## config.mk

```make
export PLATFORM = sky130hd
export DESIGN_NAME = rect_fill_writer
export DESIGN_NICKNAME = d
export VERILOG_FILES = /design/src/rtl/rect_fill_writer.sv
export SDC_FILE = /design/constraint.sdc
export NUM_CORES = 1
export LEC_CHECK = 0
export CELL_PAD_IN_SITES_DETAIL_PLACEMENT = 1
export CELL_PAD_IN_SITES_GLOBAL_PLACEMENT = 2
export CORE_AREA = 2 2 150 152
export DETAILED_ROUTE_END_ITERATION = 8
export DIE_AREA = 0 0 152 154
export PLACE_DENSITY_LB_ADDON = 0.15
export SYNTH_ARGS = -nofsm -noshare
export SYNTH_HDL_FRONTEND = slang
export SYNTH_SLANG_ARGS = --single-unit
```

## constraint.sdc

```tcl
create_clock -name clk -period 3.44 [get_ports clk]
set_input_delay 0.516 -clock clk [delete_from_list [all_inputs] [get_ports clk]]
set_output_delay 0.516 -clock clk [all_outputs]
set_load 0.01 [all_outputs]
```

## src/rtl/rect_fill_writer.sv

```systemverilog
// rect_fill_writer: clears the back buffer and fills clipped rectangles
// of blocks, one frame-buffer write per cycle.
//
// Ports:
//   clk, rst          clock, synchronous active-high reset
//   frame_start       buffer-swap pulse; restarts (and may clear) the frame
//   clear_en          clear the buffer when frame_start arrives
//   clear_color       clear colour, sampled at frame_start
//   cmd_valid/ready   rectangle command handshake
//   cmd_x, cmd_y      top-left block of the rectangle
//   cmd_w, cmd_h      rectangle size in blocks
//   cmd_color         fill colour
//   wr_en/addr/data   frame-buffer write port, addr = row*GRID_W + col
//   busy              clearing or filling
//   overrun           one-cycle pulse when frame_start cut work short
module rect_fill_writer #(
  parameter int GRID_W     = 32,
  parameter int GRID_H     = 24,
  parameter int ADDR_WIDTH = 20
) (
  input  logic                  clk,
  input  logic                  rst,
  input  logic                  frame_start,
  input  logic                  clear_en,
  input  logic [7:0]            clear_color,
  input  logic                  cmd_valid,
  output logic                  cmd_ready,
  input  logic [4:0]            cmd_x,
  input  logic [4:0]            cmd_y,
  input  logic [5:0]            cmd_w,
  input  logic [5:0]            cmd_h,
  input  logic [7:0]            cmd_color,
  output logic                  wr_en,
  output logic [ADDR_WIDTH-1:0] wr_addr,
  output logic [7:0]            wr_data,
  output logic                  busy,
  output logic                  overrun
);

  typedef enum logic [1:0] {
    IDLE,
    CLEAR,
    READY,
    FILL
  } state_t;

  localparam int CW = 16;
  localparam logic [CW-1:0] GW = CW'(GRID_W);
  localparam logic [CW-1:0] GH = CW'(GRID_H);
  localparam logic [ADDR_WIDTH-1:0] GW_A = ADDR_WIDTH'(GRID_W);
  localparam logic [ADDR_WIDTH-1:0] LAST_A =
    ADDR_WIDTH'(GRID_W * GRID_H - 1);

  state_t state;

  logic rdy_q;
  logic wr_q;

  logic [CW-1:0]         x_q;
  logic [CW-1:0]         col;
  logic [CW-1:0]         row;
  logic [CW-1:0]         col_end;
  logic [CW-1:0]         row_end;
  logic [ADDR_WIDTH-1:0] row_base;

  // command decode, widened so x+w / y+h never wrap
  logic [CW-1:0]         x_ext;
  logic [CW-1:0]         y_ext;
  logic [CW-1:0]         sum_x;
  logic [CW-1:0]         sum_y;
  logic [CW-1:0]         ce_n;
  logic [CW-1:0]         re_n;
  logic                  cmd_empty;
  logic [ADDR_WIDTH-1:0] base_n;

  assign x_ext  = CW'(cmd_x);
  assign y_ext  = CW'(cmd_y);
  assign sum_x  = x_ext + CW'(cmd_w);
  assign sum_y  = y_ext + CW'(cmd_h);
  assign ce_n   = (sum_x > GW) ? GW : sum_x;
  assign re_n   = (sum_y > GH) ? GH : sum_y;
  assign base_n = ADDR_WIDTH'(cmd_y) * GW_A;

  assign cmd_empty = (cmd_w == 6'd0) || (cmd_h == 6'd0) ||
                     (x_ext >= GW) || (y_ext >= GH);

  // raster stepping
  logic [CW-1:0]         col_nx;
  logic [CW-1:0]         row_nx;
  logic [ADDR_WIDTH-1:0] base_nx;

  assign col_nx  = col + 1'b1;
  assign row_nx  = row + 1'b1;
  assign base_nx = row_base + GW_A;

  // frame_start must block the handshake and the write in its own
  // cycle, so both strobes are gated combinationally
  assign cmd_ready = rdy_q & ~frame_start;
  assign wr_en     = wr_q & ~frame_start;
  assign busy      = (state == CLEAR) || (state == FILL);

  always_ff @(posedge clk) begin
    if (rst) begin
      state    <= IDLE;
      rdy_q    <= 1'b0;
      wr_q     <= 1'b0;
      wr_addr  <= '0;
      wr_data  <= '0;
      overrun  <= 1'b0;
      x_q      <= '0;
      col      <= '0;
      row      <= '0;
      col_end  <= '0;
      row_end  <= '0;
      row_base <= '0;
    end else begin
      overrun <= 1'b0;
      if (frame_start) begin
        overrun <= (state == CLEAR) || (state == FILL);
        wr_addr <= '0;
        wr_data <= clear_color;
        if (clear_en) begin
          state <= CLEAR;
          wr_q  <= 1'b1;
          rdy_q <= 1'b0;
        end else begin
          state <= READY;
          wr_q  <= 1'b0;
          rdy_q <= 1'b1;
        end
      end else begin
        unique case (state)
          IDLE: begin
            rdy_q <= 1'b0;
            wr_q  <= 1'b0;
          end
          CLEAR: begin
            if (wr_addr == LAST_A) begin
              state <= READY;
              wr_q  <= 1'b0;
              rdy_q <= 1'b1;
            end else begin
              wr_addr <= wr_addr + 1'b1;
            end
          end
          READY: begin
            if (cmd_valid && !cmd_empty) begin
              state    <= FILL;
              rdy_q    <= 1'b0;
              wr_q     <= 1'b1;
              wr_addr  <= base_n + ADDR_WIDTH'(cmd_x);
              wr_data  <= cmd_color;
              x_q      <= x_ext;
              col      <= x_ext;
              row      <= y_ext;
              col_end  <= ce_n;
              row_end  <= re_n;
              row_base <= base_n;
            end
          end
          FILL: begin
            if (col_nx < col_end) begin
              col     <= col_nx;
              wr_addr <= wr_addr + 1'b1;
            end else if (row_nx < row_end) begin
              row      <= row_nx;
              col      <= x_q;
              row_base <= base_nx;
              wr_addr  <= base_nx + ADDR_WIDTH'(x_q);
            end else begin
              state <= READY;
              wr_q  <= 1'b0;
              rdy_q <= 1'b1;
            end
          end
          default: begin
            state <= IDLE;
            rdy_q <= 1'b0;
            wr_q  <= 1'b0;
          end
        endcase
      end
    end
  end

endmodule
```

## Yosys cells after proc, flatten, opt, wreduce, memory -nomap -nowiden

Index checks and enable logic that the tools add are counted.

- Add/sub/neg operators: 8
- Reduce and logical (&&, ||, !) cells: 23
- Multiplexer cells: 43
- Equality and inequality tests: 13
- Magnitude comparators: 6
- Bitwise operators: 3

Operator list:

| operator | number |
|---|---|
| $mux W20 | 7 |
| $mux W16 | 6 |
| $pmux W16 S2 | 2 |
| $pmux W20 S3 | 1 |
| $pmux W20 S2 | 1 |
| $add A16 B1 Y16 const B | 2 |
| $lt A16 B16 Y1 | 2 |
| $mux W8 | 3 |
| $add A20 B1 Y20 const B | 1 |
| $add A20 B5 Y20 | 1 |
| $add A20 B6 Y20 const B | 1 |
| $eq A20 B10 Y1 const B | 1 |
| $add A5 B6 Y7 | 2 |
| $mux W7 | 2 |
| $logic_not A6 Y1 | 2 |
| $mux W1 | 12 |
| $mux W2 | 6 |
| $reduce_and A4 Y1 | 3 |
| $add A10 B5 Y11 | 1 |
| $reduce_and A5 Y1 | 2 |
| $ne A3 B3 Y1 const B | 3 |
| $pmux W1 S4 | 2 |
| $gt A7 B5 Y1 const B | 1 |
| $gt A7 B6 Y1 const B | 1 |
| 21 further kinds | 31 |

- Register bits after elaboration: 122
- Output and inout bits: 32
- Word-level logic and storage cells: 108

## Depth between registers and ports, before layout

- Depth after elaboration: 9
- Mapped depth: 15
- Mapped depth without buffers: 11

## Worst setup path before layout

No wires, ideal clock.

- Path kind: register -> register
- Start: reg col[0]
- End: reg col[0]
- Cell stages (with the launch flop): 15
- Required time: 3.307 ns
- Arrival: 3.090 ns
- Slack: 0.217 ns
- Library setup time: 0.133 ns
- Cell sequence: dfxtp_1 ha_1 clkbuf_1 nand2_1 xnor2_1 ha_1 nor3b_1 mux2i_1 a2111o_1 or3_1 clkbuf_1 buf_2 and2_1 a2111oi_0 nor4_1

- Word-level cells in the longest chain between the ends: 4
- Elaborated cells between the ends (all ways): 6

RTL lines:

| item | line | text |
|---|---|---|
| from (decl) | 60 | `logic [CW-1:0] col;` |
| from (signal assigned) | 154 | `col <= x_ext;` |
| from (signal assigned) | 163 | `col <= col_nx;` |
| from (signal assigned) | 167 | `col <= x_q;` |
| $add A16 B1 Y16 (*) | 92 | `assign col_nx = col + 1'b1;` |
| $lt A16 B16 Y1 | 162 | `if (col_nx < col_end) begin` |
| $ne A3 B1 Y1 (no source line) / $mux W16 (equally long branches) | n/a |  |
| $reduce_and A4 Y1 (no source line) / $pmux W16 S2 (equally long branches) | n/a |  |

Mark *: on every way between the ends. The rest lies on a longest branch, timed or not.
A chain may end at the register's enable or synchronous reset.

## Final worst setup path

- Start: reg row[0]
- End: reg col[2]

- Word-level cells in the longest chain between the ends: 4

RTL lines:

| item | line | text |
|---|---|---|
| from (decl) | 61 | `logic [CW-1:0] row;` |
| from (signal assigned) | 155 | `row <= y_ext;` |
| from (signal assigned) | 166 | `row <= row_nx;` |
| $add A16 B1 Y16 | 93 | `assign row_nx = row + 1'b1;` |
| $lt A16 B16 Y1 | 165 | `end else if (row_nx < row_end) begin` |
| $ne A3 B1 Y1 (no source line) | n/a |  |
| $reduce_and A4 Y1 (no source line) | n/a |  |

Every way passes these cells.

==> results.sh <==
export IMPL_status="complete, no violations"
export IMPL_grt_pass1_wl_mm=36.9
export IMPL_synth_ff_type="dfxtp_1"
export IMPL_netlist_area_um2=6480
export IMPL_dpl_hpwl_mm=17.4
export IMPL_vias=6553
export IMPL_power_density_nw_per_um2=364
export IMPL_coreArea_um2=21700
export IMPL_synth_warnings=0
export IMPL_antenna_found_initial=0
export IMPL_ioPinCount=75
export IMPL_tightestPinTransition_ns=0.770
export IMPL_die_area_um2=23400
export IMPL_post_route_period_util_pct=96.1
export IMPL_final_core_util_pct=37.8
export IMPL_synth_area_top_cells="dfxtp_1, ha_1, nor2_1"
export IMPL_finalWirelength_mm=23.0
export IMPL_finClkSkew_ns=0.00656
export IMPL_wire_per_inst_um=19.1
export IMPL_syn_nets=908
export IMPL_instances_no_fill=1206
export IMPL_placed_cells=1187
export IMPL_yosysTopAreaCellShare_pct=30.6
export IMPL_routed_via_density=5.43
export IMPL_initial_utilization_pct=29.9
export IMPL_post_route_drc_count=0
export IMPL_async_flop_share_pct=0
export IMPL_power_leakage_uw=0.00307
export IMPL_critPathSlowestCell="or3_4"
export IMPL_max_slew_margin_pct=48.5
export IMPL_cap_viol_max_count=0
export IMPL_nFillCells=2603
export IMPL_insertion_delay_ns=0.36
export IMPL_hold_viol=0
export IMPL_cts_tree="built"
export IMPL_maxSlewViolCount=0
export IMPL_crit_path_start_kind="flip-flop"
export IMPL_hold_class="flip-flop to flip-flop"
export IMPL_critPathKind="flip-flop to flip-flop"
export IMPL_cp_end_kind="flip-flop"
export IMPL_rows=54
export IMPL_synth_area_leader_cell="dfxtp_1"
export IMPL_die_h_um=154
export IMPL_clkTransAtPathRegs_ns=0.07
export IMPL_port_buffers=74
export IMPL_grt_max_degree=35
export IMPL_dieWidth_um=152
export IMPL_syn_area_per_cell_um2=7.76
export IMPL_grt_usage_pct=19.5
export IMPL_dr_pass1_iters=4
export IMPL_seq_area_um2=1980
export IMPL_drtAntennaViolNets=0
export IMPL_cts_root_buf="clkbuf_16"
export IMPL_synth_edf_count=0
export IMPL_overflow=0
export IMPL_setup_viol=0
export IMPL_clock_sinks=99
export IMPL_cts_made_buffers=9
export IMPL_antenna_cells=0
export IMPL_ys_seq_elements=99
export IMPL_required_ns=3.72
export IMPL_synth_cells=835
export IMPL_ir_worst_vdd_v=0.000246
export IMPL_drt_iter0_drc=350
export IMPL_drive_gt1_share_pct=10.4
export IMPL_htreeDepth=3
export IMPL_fin_nets=994
export IMPL_arrival_ns=3.59
export IMPL_multi_input_area_um2=4190
export IMPL_cpPeakStageDelay_ns=0.41
export IMPL_setup_tns_ns=0
export IMPL_ys_types=69
export IMPL_crit_path_max_fanout=6
export IMPL_period_minus_slack_ns=3.30
export IMPL_seq_area_frac_synth_pct=30.6
export IMPL_path_cells="ha_2 -> nand2_2 -> or3_4 -> xnor2_1 -> ha_1 -> a21o_1 -> a221o_1 -> nor4_4 -> buf_6 -> buf_4 -> o21ai_0 -> buf_4 -> a211o_1 -> a21oi_1"
export IMPL_grt_pass1_vias=6833
export IMPL_gp_congestion=0.846
export IMPL_max_freq_mhz=303
export IMPL_clk_path_buf_depth=2
export IMPL_area_growth_pct=26.4
export IMPL_cpMostUsedCell="buf_4"
kinds of logic (layout without fill, tap and decap cells):
kind of cell,after synthesis,in the layout,synth area share (%)
flip-flops,99,99,30.6
AND/OR/NAND/NOR,343,343,27.0
AO/OA/AOI/OAI,206,206,21.6
buffers and inverters,90,181,5.39
XOR/XNOR,50,50,6.76
other,1,1,0.0579
adder cells (fa/ha/maj),30,30,6.03
multiplexers,16,16,2.49
area by class of cell:
cell class                      count  share of cell area [%]
Tap cell                          280                    4.28
Inverter                           37                    1.70
Sequential cell                    99                    24.2
Clock inverter                      7                    1.51
Clock buffer                        9                    2.75
Timing Repair Buffer              128                    14.4
Multi-Input combinational cell    646                    51.2
stage by stage:
stage | worst slack (ns) | hold WS [ns] | area, um^2 | power (uW)
2_1_floorplan | 0.217 | 0.430 | 6480 | 1510
3_3_place_gp | 0.114 | 0.455 | 7770 | 1750
3_5_place_dp | 0.0313 | 0.453 | 7770 | 1760
4_1_cts | 0.0599 | 0.465 | 8120 | 3000
5_1_grt | -0.0254 | 0.481 | 8190 | 3110
6_report | 0.136 | 0.459 | 8190 | 2980
worst max-delay path, delay by kind of cell (launching register included):
kind	cells	cell delay, ns
flops	1	0.35
xor+xnor	1	0.14
compound gates	5	1.04
buf+inv	3	0.49
simple gates	3	0.71
fa+ha+maj	2	0.50
path summary, 6_finish.rpt:
check                       endpoint  slack [ns]               startpoint  cells after the start
max              col[2]$_SDFFE_PP0P_        0.14      row[0]$_SDFFE_PP0P_                     14
min          row_end[6]$_SDFFE_PP0P_        0.46  row_end[6]$_SDFFE_PP0P_                      2
max reg2reg      col[2]$_SDFFE_PP0P_        0.14      row[0]$_SDFFE_PP0P_                     14
min reg2reg  row_end[6]$_SDFFE_PP0P_        0.46  row_end[6]$_SDFFE_PP0P_                      2
routing by layer:
layer	vias up	track usage [%]	routed length, um
met3	36	2.71	995
met2	143	32.6	10700
met4	0	6.81	480
li1	3188	-	-
met5	-	0	0
met1	3186	25.8	10800
cells in the final DEF, fill, tap and decap left out, types with 9 or more instances in the layout:
cell | netlist | routed
xor2_1 | 18 | 18
a21oi_1 | 62 | 61
nand3_1 | 36 | 36
mux2i_1 | 15 | 15
nor2_1 | 83 | 83
nor4_1 | 13 | 13
dfxtp_1 | 99 | 98
nand4_1 | 9 | 9
clkdlybuf4s50_1 | 0 | 73
nand2_1 | 68 | 68
buf_4 | 0 | 50
and3_1 | 28 | 28
nor2b_1 | 11 | 11
inv_1 | 36 | 36
xnor2_1 | 32 | 32
o22ai_1 | 14 | 14
o21ai_0 | 27 | 27
ha_1 | 28 | 27
a31oi_1 | 10 | 10
clkbuf_16 | 0 | 9
nor3_1 | 38 | 37
timing repair:
action,4_1_cts,5_1_grt
setup buffers,0,3
gates resized for setup,0,12
endpoints found under the setup margin,0,37
hold buffers,0,0
state kept, by name, indices dropped and copies added (netlist names):
| signal | cells |
|---|---|
| wr_addr | 20 |
| col | 16 |
| row | 16 |
| row_base | 15 |
| wr_data | 8 |
| col_end | 7 |
| row_end | 7 |
| x_q | 5 |
| state | 2 |
| overrun | 1 |
| rdy_q | 1 |
| wr_q | 1 |
cells in the mapped netlist (all sizes together) (4+ instances only):
library cell,number
dfxtp,99
nor2,83
nand2,69
a21oi,62
clkbuf,42
nor3,38
inv,36
nand3,36
xnor2,32
and3,28
ha,28
o21ai,27
xor2,18
mux2i,15
nor4,14
o22ai,14
a31oi,11
buf,11
nor2b,11
or3,11
nand4,10
nand2b,8
o21a,8
or4,8
o2bb2ai,7
o31ai,7
a21o,6
a2bb2oi,6
and2,6
a211oi,5
and4,5
o211a,5
o211ai,5
o21bai,4
report_power, final:
part	leakage [uW]	total (uW)	internal (uW)	switching, uW
Combinational	0.00211	553	250	303
Clock	0.000167	1230	719	513
Sequential	0.000802	1200	1170	26.4
Note: power is estimated with default switching activity, not from simulation.
==> RTL change 1 (same settings) <==
Put one more register stage on the output `overrun`, without a reset. The value now appears one clock later. The other outputs are not delayed to match. Comments in the files are not updated.
--- a/src/rtl/rect_fill_writer.sv
+++ b/src/rtl/rect_fill_writer.sv
@@ -50,6 +50,8 @@
   localparam logic [ADDR_WIDTH-1:0] GW_A = ADDR_WIDTH'(GRID_W);
   localparam logic [ADDR_WIDTH-1:0] LAST_A =
     ADDR_WIDTH'(GRID_W * GRID_H - 1);
+
+  logic overrun_s0;
 
   state_t state;
 
@@ -106,7 +108,7 @@
       wr_q     <= 1'b0;
       wr_addr  <= '0;
       wr_data  <= '0;
-      overrun  <= 1'b0;
+      overrun_s0 <= 1'b0;
       x_q      <= '0;
       col      <= '0;
       row      <= '0;
@@ -114,9 +116,9 @@
       row_end  <= '0;
       row_base <= '0;
     end else begin
-      overrun <= 1'b0;
+      overrun_s0 <= 1'b0;
       if (frame_start) begin
-        overrun <= (state == CLEAR) || (state == FILL);
+        overrun_s0 <= (state == CLEAR) || (state == FILL);
         wr_addr <= '0;
         wr_data <= clear_color;
         if (clear_en) begin
@@ -183,4 +185,8 @@
     end
   end
 
+  always_ff @(posedge clk) begin
+    overrun <= overrun_s0;
+  end
+
 endmodule
Behaviour: not the same (Yosys sat finds a counterexample within 4 cycles, from zero or initial values and one cycle with rst high).
==> RTL change 1 against the original RTL <==
  * Worst hold slack got worse by 120 ps
  * Sequential share of layout area grew 0.32 points
  * Sequential cell count grew 1
  * Routed wire length rose by 1.3%
  * Largest cell class unchanged
  * Total power down 2.9%
  * Via count up 0.55%
  * Design area is 0.26% lower
  * Global-route usage up 0.52 points
  * First-iteration DRC count rose by 2.9%
  * Count of clock-buffer cells in the layout up 2
  * Synthesized area up 0.31%
  * Setup slack worse by 10 ps
  * Critical path type unchanged
==> RTL change 1: results (changes against the original RTL) <==
Min-delay worst type = reg -> reg
Routability congestion estimate = 0.848 (+0.21%)
Top flop regs = wr_addr (20), col (16), row (16)
PortBufs = 74 (unchanged)
CP max stage delay = 520 ps (+110 ps)
Clock root cell = clkbuf_16
Worst setup slack for register-to-register paths = 130 ps
Slowest cell on the critical path = a2111oi_0
Drc violations = 0 (unchanged)
Vias/cell = 5.48 (+0.80%)
Post-Place Setup Slack = -3.41 ps (-34.7 ps)
Total GRT Usage = 20.0% (+0.52 points)
Pin count of the biggest net entering global routing = 45 (+29%)
P_sw = 810 uW (-3.8%)
Register area share after synthesis = 30.8% (+0.21 points)
Commonest cells post-synth = dfxtp_1 (100), nor2_1 (83), nand2_1 (68)
Pre-Repair DR Iteration Count = 4 (unchanged)
Synth top area cells = dfxtp_1 (31%), ha_1 (5.4%), nor2_1 (4.8%), a21oi_1 (4.8%), xnor2_1 (4.3%)
Crit path DAT = 3620 ps (+30 ps)
Longest Clk Path Bufs = 2 (unchanged)
WHS = 336 ps (-123 ps)
Peak supply drop = 0.188 mV (-23%)
Final-stage net count = 992 (-0.20%)
Syn Nets = 909 (+0.11%)
Total CTS buffers = 9 (unchanged)
Status = complete, no violations
Initial antenna violation count = 0 (unchanged)
Layout cells sized above 1 = 10.1% (-0.29 points)
FMAX = 302 MHz (-0.30%)
Fin Clk Skew = 6.71 ps (+0.152 ps)
HPWL Detailed = 17600 um (+1.3%)
Hold Path Stages = 0 (-2)
Leak pwr = 3.08 nW (about the same)
Routed wire length = 23300 um (+1.3%)
Reg2Reg Depth = 13 (-1)
Fill cell count = 2587 (-0.61%)
Initial DRC Count = 360 (+2.9%)
First-pass GRT wire length = 37700 um (+2.2%)
CP max FO = 5 (-1)
Worst Max-Slew Pin Slew = 820 ps (+50.2 ps)
Number of global-route vias before repair = 6971 (+2.0%)
[RTL change 1: layout make-up]
type	count	area (sq um)	share of cell area, %
Inverter	37	139	1.70
Clock inverter	4	73.8	0.904
Timing Repair Buffer	125	1170	14.4
Multi-Input combinational cell	646	4190	51.2
Sequential cell	100	2000	24.5
Clock buffer	11	243	2.97
Tap cell	280	350	4.29
[RTL change 1: path summary, 6_finish.rpt]
| path | startpoint | to |
|---|---|---|
| worst max-delay path | row[1] | col[1] |
| worst min-delay path | overrun_s0 | overrun |
| worst max register to register | row[1] | col[1] |
| worst min register to register | overrun_s0 | overrun |
[RTL change 1: through the flow]
step | util (%) | cells | area [sq um]
global route | 37.7 | 1203 | 8170
CTS | 37.4 | 1201 | 8120
global placement | 36.0 | 1186 | 7800
detailed placement | 36.0 | 1186 | 7800
finish | 37.7 | 1203 | 8170
floorplan | - | 836 | 6500
[RTL change 1: what timing repair did]
item	in CTS	in global routing
buffers inserted	0	2
resized for setup	0	10
endpoints found under the setup margin	0	32
[RTL change 1: power by group through the flow]
stage | sequential, mW | clock, mW | combinational [mW]
CTS | 1.21 | 1.16 | 0.543
detailed placement | 1.23 | 0 | 0.540
global placement | 1.23 | 0 | 0.530
finish | 1.21 | 1.14 | 0.550
global route | 1.21 | 1.22 | 0.604
floorplan | 1.23 | 0 | 0.294
[RTL change 1: cell families after synthesis]
| group | synth area share, % |
|---|---|
| muxes | 2.48 |
| adders and majority gates | 6.01 |
| buffers and inverters | 5.37 |
| AOI/OAI and AO/OA | 21.6 |
| DFF | 30.8 |
| and+or+nand+nor | 27.0 |
| xor gates and xnor gates | 6.74 |
| other | 0.0577 |
[RTL change 1: routing by layer]
metal  share of wire, %  wire length [um]  track usage, %  up-vias
li1                   -                 -               -     3199
met1                 47             10800            26.4     3250
met2                 48             11100            34.1      120
met3                4.0               939            2.79       20
met4                1.6               364            5.96        0
met5                  0                 0               0        -
==> RTL change 2 (same flow settings) <==
Without the edit above. Set the parameter `ADDR_WIDTH` to 30 (it was 20).
--- a/src/rtl/rect_fill_writer.sv
+++ b/src/rtl/rect_fill_writer.sv
@@ -16,7 +16,7 @@
 module rect_fill_writer #(
   parameter int GRID_W     = 32,
   parameter int GRID_H     = 24,
-  parameter int ADDR_WIDTH = 20
+  parameter int ADDR_WIDTH = 30
 ) (
   input  logic                  clk,
   input  logic                  rst,
Ports: changed (resized wr_addr); port bits go from 75 to 85. The function was not compared with the original's and may differ.
==> RTL change 2 against the original RTL <==
  * Total power is 29% higher
  * Core utilization is 7.6 points higher
  * Die area stayed put
  * Final cell count is 18% higher
  * Routed wire length is 25% higher
  * Design area is 20% higher
  * Sequential power is 18% higher
  * Sequential cell count is 20 higher
  * Synthesized area is 21% higher
  * Setup slack worse by 9.8 ps
  * Non-clock buffer count is 14 higher
  * Synthesized cell count is 24% higher
  * Combinational power is 5.4% higher
==> RTL change 2: results (changes against the original RTL) <==
Worst R2R End = row_base[28]
CP max FO = 9 (+3)
Total GRT Usage = 24.6% (+5.1 points)
Pin count of the biggest net entering global routing = 45 (+29%)
Post-Place Setup Slack = -97.0 ps (-128 ps)
Commonest cells post-synth = dfxtp_1 (119), nand2_1 (107), a21oi_1 (97)
Final-stage net count = 1200 (+21%)
PortBufs = 84 (+14%)
Detailed-route via count = 8202 (+25%)
Status = complete, no violations
Crit path DAT = 3660 ps (+70 ps)
Initial DRC Count = 456 (+30%)
Reg2Reg Depth = 13 (-1)
Rel. slew slack = 37.1% (-11 points)
Wire per inst = 20.2 um (+6.1%)
First-pass GRT wire length = 46400 um (+26%)
Peak supply drop = 0.296 mV (+21%)
H-tree lvl count = 4 (+1)
Hold_sp = col_end[6]
Number of global-route vias before repair = 8269 (+21%)
Reg-to-reg startpoint = row[1]
Distinct cells, synth = 75 (+8.7%)
CP max stage delay = 490 ps (+80 ps)
Layout cells sized above 1 = 11.6% (+1.2 points)
Slowest cell on the critical path = or4_4
Clock Latency Late Sink = 420 ps (+60 ps)
==> RTL change 2: changes by cell type after synthesis, moves of 6 or more <==
cell / change
o211ai_1: +7
nand4_1: +10
a21oi_1: +35
dfxtp_1: +20
o21ai_0: +39
nand3_1: +8
buf_2: +11
a22oi_1: +6
a2bb2oi_1: -6
nand2_1: +39
inv_1: +9
o32ai_1: +11
o2bb2ai_1: -7
xnor2_1: +9
==> RTL change 2: cell type report <==
| cell class | instances | area (sq um) |
|---|---|---|
| fill | 2634 | 11800 |
| multi-input combinational | 802 | 5050 |
| sequential | 119 | 2390 |
| timing repair buffer | 142 | 1300 |
| clock buffer | 21 | 460 |
| tap | 280 | 350 |
| inverter | 45 | 169 |
| clock inverter | 10 | 128 |
==> RTL change 2: per-stage QoR <==
step	setup TNS (ps)	hold slack, ps	cells
floorplan	0	430	1034
global placement	-198	448	1385
detailed placement	-423	452	1385
CTS	0	462	1418
global route	-25.4	485	1419
finish	0	458	1419
==> RTL change 2: cell families after synthesis <==
logic type	Yosys count	share of synthesized area, %
other cells	1	0.0479
fa+ha+maj	30	4.99
compound gates	289	23.8
buf+inv	114	5.87
flops	119	30.4
mux	10	1.28
xor+xnor	58	6.49
simple gates	413	27.1
==> RTL change 2: worst max-delay path by stage <==
stage / endpoint / startpoint / slack [ps]
2_1_floorplan: wr_addr[19] / row[0] / 310
3_3_place_gp: row_base[27] / row[1] / -60
3_5_place_dp: row_base[24] / row[1] / -100
4_1_cts: row_base[28] / row[1] / 30
5_1_grt: wr_addr[24] / col[1] / -20
6_report: row_base[28] / row[1] / 130
==> RTL change 2: power breakdown <==
part	switching, mW	total, mW	internal, mW
sequential	0.0238	1.42	1.40
clock	0.664	1.83	1.17
combinational	0.347	0.583	0.236
total	1.03	3.84	2.80
==> RTL change 2: layer usage <==
metal	global-route usage (%)	up-vias	wire length, um
met3	3.95	22	1010
met5	0	-	0
met1	33.8	4046	13900
li1	-	3962	-
met4	5.83	0	368
met2	40.6	172	13400
==> RTL change 2: tightest hold or removal path, delay by kind of cell (launching register included) <==
family                 cells  cell delay [ps]
DFF                        1              290
buffers and inverters      1               70
and+or+nand+nor            1               50
==> RTL change 2: repair_timing <==
item,CTS,global route
buffers inserted,1,1
gates resized for setup,1,16
pin swaps,1,4
hold buffers,0,0
gates cloned,1,0
setup endpoints to repair,10,67
